==> src/rtl/demux_1_to_2_buffered.sv <==
// rtl/demux_1_to_2_buffered.sv - one producer stream steered per word into two independently drained FIFOs
module demux_1_to_2_buffered #(
    parameter int WORD_WIDTH = 32,
    parameter int DEPTH      = 2
) (
    input  logic                     clk,
    input  logic                     rst,
    input  logic                     in_valid,
    output logic                     in_ready,
    input  logic                     in_select,
    input  logic [WORD_WIDTH-1:0]    in_data,
    output logic                     out0_valid,
    input  logic                     out0_ready,
    output logic [WORD_WIDTH-1:0]    out0_data,
    output logic [$clog2(DEPTH):0]   out0_count,
    output logic                     out1_valid,
    input  logic                     out1_ready,
    output logic [WORD_WIDTH-1:0]    out1_data,
    output logic [$clog2(DEPTH):0]   out1_count
);
    localparam int PW = $clog2(DEPTH);
    localparam int CW = PW + 1;
    localparam logic [CW-1:0] FULL = CW'(DEPTH);

    logic [WORD_WIDTH-1:0] mem_q [2][DEPTH];
    logic [WORD_WIDTH-1:0] mem_d [2][DEPTH];
    logic [PW-1:0]         wr_ptr_q [2];
    logic [PW-1:0]         wr_ptr_d [2];
    logic [PW-1:0]         rd_ptr_q [2];
    logic [PW-1:0]         rd_ptr_d [2];
    logic [CW-1:0]         count_q  [2];
    logic [CW-1:0]         count_d  [2];
    logic                  out_ready [2];
    logic                  push [2];
    logic                  pop  [2];

    assign out_ready[0] = out0_ready;
    assign out_ready[1] = out1_ready;

    // Acceptance looks only at the selected channel's own occupancy, never at consumer ready.
    assign in_ready = rst && (in_select ? (count_q[1] != FULL) : (count_q[0] != FULL));

    always_comb begin
        mem_d = mem_q;
        for (int c = 0; c < 2; c++) begin
            push[c]     = in_valid && in_ready && (in_select == (c == 1));
            pop[c]      = (count_q[c] != '0) && out_ready[c];
            wr_ptr_d[c] = push[c] ? wr_ptr_q[c] + PW'(1) : wr_ptr_q[c];
            rd_ptr_d[c] = pop[c]  ? rd_ptr_q[c] + PW'(1) : rd_ptr_q[c];
            count_d[c]  = count_q[c] + CW'(push[c]) - CW'(pop[c]);
            if (push[c]) begin
                mem_d[c][wr_ptr_q[c]] = in_data;
            end
        end
    end

    always_ff @(posedge clk) begin
        if (!rst) begin
            for (int c = 0; c < 2; c++) begin
                wr_ptr_q[c] <= '0;
                rd_ptr_q[c] <= '0;
                count_q[c]  <= '0;
                for (int e = 0; e < DEPTH; e++) begin
                    mem_q[c][e] <= '0;
                end
            end
        end else begin
            mem_q    <= mem_d;
            wr_ptr_q <= wr_ptr_d;
            rd_ptr_q <= rd_ptr_d;
            count_q  <= count_d;
        end
    end

    // Head entry is masked to zero when empty so stale words never leak out.
    assign out0_valid = (count_q[0] != '0);
    assign out1_valid = (count_q[1] != '0);
    assign out0_data  = out0_valid ? mem_q[0][rd_ptr_q[0]] : '0;
    assign out1_data  = out1_valid ? mem_q[1][rd_ptr_q[1]] : '0;
    assign out0_count = count_q[0];
    assign out1_count = count_q[1];
endmodule

==> config.mk <==
export PLATFORM = sky130hd
export DESIGN_NAME = demux_1_to_2_buffered
export DESIGN_NICKNAME = d
export VERILOG_FILES = /design/src/rtl/demux_1_to_2_buffered.sv
export SDC_FILE = /design/constraint.sdc
export NUM_CORES = 1
export LEC_CHECK = 0
export ABC_AREA = 1
export CORE_UTILIZATION = 45
export DETAILED_ROUTE_END_ITERATION = 12
export GPL_TIMING_DRIVEN = 1
export PLACE_DENSITY = 0.69
export SLEW_MARGIN = 20
export SYNTH_ARGS = -nofsm -noshare
export SYNTH_HDL_FRONTEND = slang
export SYNTH_SLANG_ARGS = --single-unit
==> constraint.sdc <==
create_clock -name clk -period 2.75 [get_ports clk]
set_input_delay 0.275 -clock clk [delete_from_list [all_inputs] [get_ports clk]]
set_output_delay 0.275 -clock clk [all_outputs]
set_load 0.01 [all_outputs]
Word level (Yosys, flattened, before mapping):

Index checks and enable logic that the tools add are counted.

* add/subtract/negate cells: 8
* magnitude comparators: 6
* equal/unequal tests: 2
* multiplexer cells: 15
* bitwise gates (word level): 5
* reduce and logical (&&, ||, !) cells: 10

Operators by type and width (number)
* $mux 32: 10
* $bwmux 64: 2
* $demux 32 s1: 2
* $ge 2x2->1 const B: 4
* $logic_and 1x1->1: 8
* $not 1->2: 4
* $add 1x1->1 const B: 4
* $add 2x1->2: 2
* $lt 2x1->1 const B: 2
* $ne 2x2->1 const B: 2
* $reduce_bool 2->1: 2
* $sub 2x1->2: 2
* $mux 1: 1
* $not 1->1: 1

* register bits after elaboration: 136
* input port bits: 38
* output and inout port bits: 71
* logic and storage cells: 56

Depth between registers and ports, before layout:

* word-level depth: 7
* depth in mapped cells: 12

Worst setup path before layout:

Ideal clock, no wire load.

* path type: register -> register
* from: reg count_q (netlist bit out0_count[1])
* to: reg count_q (netlist bit out0_count[1])
* setup time: 0.070 ns
* arrival time: 1.817 ns
* path slack: 0.863 ns
* cell stages (with the launch flop): 10
* buffers on the path: 1
* clock period less this slack: 1.887 ns
* cell sequence: dfxtp_1 -> nand3_1 -> nand4_1 -> clkbuf_1 -> ha_1 -> inv_1 -> ha_1 -> xor2_1 -> o21ai_1 -> a21oi_1

* longest elaborated chain between the ends: 7

RTL lines
* start: declaration: line 31 `logic [CW-1:0] count_q [2];`
* start signal: assignment: line 71 `count_q <= count_d;`
* $ne 2x2->1: line 41 `assign in_ready = rst && (in_select ? (count_q[1] != FULL) : (count_q[0] != FULL));`
* $mux 1: line 41
* $logic_and 1x1->1: line 41
* $logic_and 1x1->1 (2 in a row): line 46 `push[c] = in_valid && in_ready && (in_select == (c == 1));`
* $add 2x1->2: line 50 `count_d[c] = count_q[c] + CW'(push[c]) - CW'(pop[c]);`
* $sub 2x1->2 *: line 50

Every way passes the cells marked *; elsewhere a longest branch is shown, timed or not.
A chain may end at the register's enable or synchronous reset.

Final worst setup path:

* from: reg rd_ptr_q[0] (netlist bit)
* to: out out1_data[1]

* longest elaborated chain between the ends: 5

RTL lines
* start: declaration: line 29 `logic [PW-1:0] rd_ptr_q [2];`
* start signal: assignment: line 70 `rd_ptr_q <= rd_ptr_d;`
* $not 1->2 (implied by the code): line 79 `assign out1_data = out1_valid ? mem_q[1][rd_ptr_q[1]] : '0;`
* $mux 32 (implied by the code) (3 in a row): line 79
* $mux 32: line 79
* end: declaration: line 18 `output logic [WORD_WIDTH-1:0] out1_data,`

No other way between the ends. The select of a mux whose other input is x is not followed.

==> results.tsv <==
metric	value	unit
largest clock skew in the final design	8.10	ps
run status	completed	
number of buffers inserted to repair setup after CTS	0	
number of buffers inserted during clock tree synthesis	17	
cts repair resizes	0	
drt pass-1 iters	5	
M1 wire length	8930	um
Antenna diodes	0	
number of max-cap violations	0	
Wirelength per Cell	14.1	um
count of placed standard cells including taps	1271	
family of cells with the greatest summed delay on the critical path	buffers and inverters	
count of endpoints failing setup in the final report	0	
Routed Antenna Nets	0	
Synth Cell Area	6640	um2
most frequent cells in the layout	sky130_fd_sc_hd__nand2_1, sky130_fd_sc_hd__inv_1, sky130_fd_sc_hd__dfxtp_1	
count of standard-cell rows	44	
synthesized instance count	1038	
Crit path arrival time	2290	ps
Via-to-Cell Ratio	4.98	
initial antenna violation count	0	
Yosys warning count	0	
flop and latch count out of synthesis	136	
gp weighted congestion	0.811	
Max Fanout on Critical Path	28	
startpoint of the worst setup timing path	rd_ptr_q[0]$_SDFFE_PN0P_	
sum of overflow across all layers after global routing	0	
startpoint of the lowest-slack register-to-register path	out0_count[0]$_SDFF_PN0_	
die height	123	um
min cycle time layout	2560	ps
fraction of layout cells with a size suffix above 1	5.47	%
maximum number of pins on one net before global-route repair	101	
fraction of the yosys area taken by sequential cells	41.0	%
sinks on the clock net	136	
number of endpoints with negative hold slack in the final report	0	
count of distinct cell types in the synthesized netlist	18	
number of levels in the clock H-tree	4	
Overall Global Routing Usage	25.2	%
max_slew headroom	33.3	%
Met2 Wirelength	8080	um
via total after detailed routing	6469	
Root Buffer	sky130_fd_sc_hd__clkbuf_16	
number of buffers inserted for hold repair after clock tree synthesis	0	
Min-Delay Path Class	in -> reg	
Die Wd	123	um
Post-Synthesis Mean Instance Area	6.40	um2
power density of the placed cells	738	nW/um2
post-placement worst setup slack	636	ps
number of pins with negative max-slew slack in the final report	0	
Finished Layout Cells	1300	
buffers plus inverters on the worst setup path	2	
post-synthesis to final-layout area growth	26.4	%
leakage power figure	3.69	nW
initial cell density of the core	45.9	%
Worst setup SP type	register	
count of buffers from port buffering	108	
floorplan core area	14500	um2
later-pin clock latency in the skew report	420	ps
CTS clock-pin slew for the worst setup and hold paths	50	ps
worst ir drop on vdd	0.458	mV
DR iter-0 viols	440	
leading cell type in the layout, fill and taps excluded	sky130_fd_sc_hd__nand2_1	
met3 routed wirelength	1130	um
DIE AREA	15200	um2
minimum setup slack in the final design	187	ps
DRC viols	0	
crit path cell chain	buf_4 > o21ai_0 > a21oi_1 > clkdlybuf4s50_1	
HPWL reported at the end of detailed placement	11300	um
path type of the worst setup path	reg -> out	
CP Capture Type	primary output	
IO Pins	109	
Net Count, Synth	1080	
Least-Margin Pin Slew	1000	ps
CTS tree	done	
hold path startpoint	rst	
Max Fclk	390	MHz
number of buffers on the longest clock path	2	
Final #Nets	1148	
Final TNS setup	0	ps
critical path's slowest cell	sky130_fd_sc_hd__dfxtp_2	
routed wire length	18400	um
Crit path required time	2480	ps
top layer reached by signal wires	met4	
vias in the first global route	5740	
portion of the clock cycle consumed by the worst path in the final layout	93.2	%
unrepaired setup endpoints after global routing	false	
final design utilization	57.9	%
first-pass GRT wire length	29400	um
delay of the slowest cell on the worst path	670	ps
==> sequential cells by signal (all words and copies together), names as in the netlist <==
name / count
mem_q: 128
out0_count: 2
out1_count: 2
rd_ptr_q: 2
wr_ptr_q: 2
==> metal layers <==
metal | vias up | GRT usage [%]
li1 | 3400 | -
met1 | 2833 | 36.1
met2 | 213 | 37.8
met3 | 23 | 4.20
met4 | 0 | 8.66
met5 | - | 0
==> power by group <==
| group | switching, W | internal [W] | total (W) |
|---|---|---|---|
| clock network | 0.000808 | 0.00147 | 0.00227 |
| registers | 0.000128 | 0.00210 | 0.00223 |
| logic | 0.00102 | 0.000666 | 0.00169 |
==> cells by family (layout without fill, tap and decap cells) <==
logic type | Yosys count | after routing | synth area share, %
compound gates | 171 | 171 | 12.9
simple gates | 467 | 467 | 30.2
fa+ha+maj | 4 | 4 | 0.754
buf+inv | 258 | 336 | 14.9
xor+xnor | 2 | 2 | 0.264
flops | 136 | 136 | 41.0
==> final timing paths <==
path                                   end  slack [ps]  depth (start not counted)
setup / recovery              out1_data[1]         190                          4
hold / removal    out0_count[0]$_SDFF_PN0_         290                          3
setup reg to reg    mem_q[70]$_SDFFE_PN0P_         810                          8
hold reg to reg     mem_q[98]$_SDFFE_PN0P_         500                          2
==> stage by stage <==
stage / power, W / area, um2 / hold slack (ps)
2_1_floorplan: 0.00317 / 6640 / 414
3_3_place_gp: 0.00394 / 7810 / 477
3_5_place_dp: 0.00396 / 7810 / 483
4_1_cts: 0.00622 / 8390 / 271
5_1_grt: 0.00649 / 8390 / 294
6_report: 0.00619 / 8390 / 293
==> cell type report <==
type | count | area [um2]
clock buffers | 27 | 523
clock inverters | 2 | 60.1
fillers | 1428 | 6090
inverters | 176 | 661
multi-input cells | 644 | 2950
flip-flops and latches | 136 | 2720
well taps | 184 | 230
repair buffers | 131 | 1250
==> worst reg2reg max path, delay by kind of cell (launching register included) <==
kind | cells | cell delay, ps
buffers and inverters | 3 | 760
AO/OA/AOI/OAI | 1 | 110
AND/OR/NAND/NOR | 4 | 570
flip-flops | 1 | 420
==> synth_stat cells <==
cell type	n	area, um2
sky130_fd_sc_hd__nand2_1	199	747
sky130_fd_sc_hd__dfxtp_1	136	2720
sky130_fd_sc_hd__a21oi_1	70	350
sky130_fd_sc_hd__buf_2	14	70.1
sky130_fd_sc_hd__clkinv_1	1	3.75
sky130_fd_sc_hd__buf_1	12	45.0
sky130_fd_sc_hd__inv_1	170	638
sky130_fd_sc_hd__nor2_2	1	6.26
sky130_fd_sc_hd__inv_2	5	18.8
sky130_fd_sc_hd__nand4_1	67	419
sky130_fd_sc_hd__clkbuf_1	56	210
sky130_fd_sc_hd__xor2_1	2	17.5
sky130_fd_sc_hd__nand3_1	3	15.0
sky130_fd_sc_hd__nor3_1	64	320
sky130_fd_sc_hd__ha_1	4	50.1
sky130_fd_sc_hd__nor2_1	133	499
sky130_fd_sc_hd__o21ai_1	68	340
sky130_fd_sc_hd__o21ai_0	33	165
(Power assumes the default switching activity.)
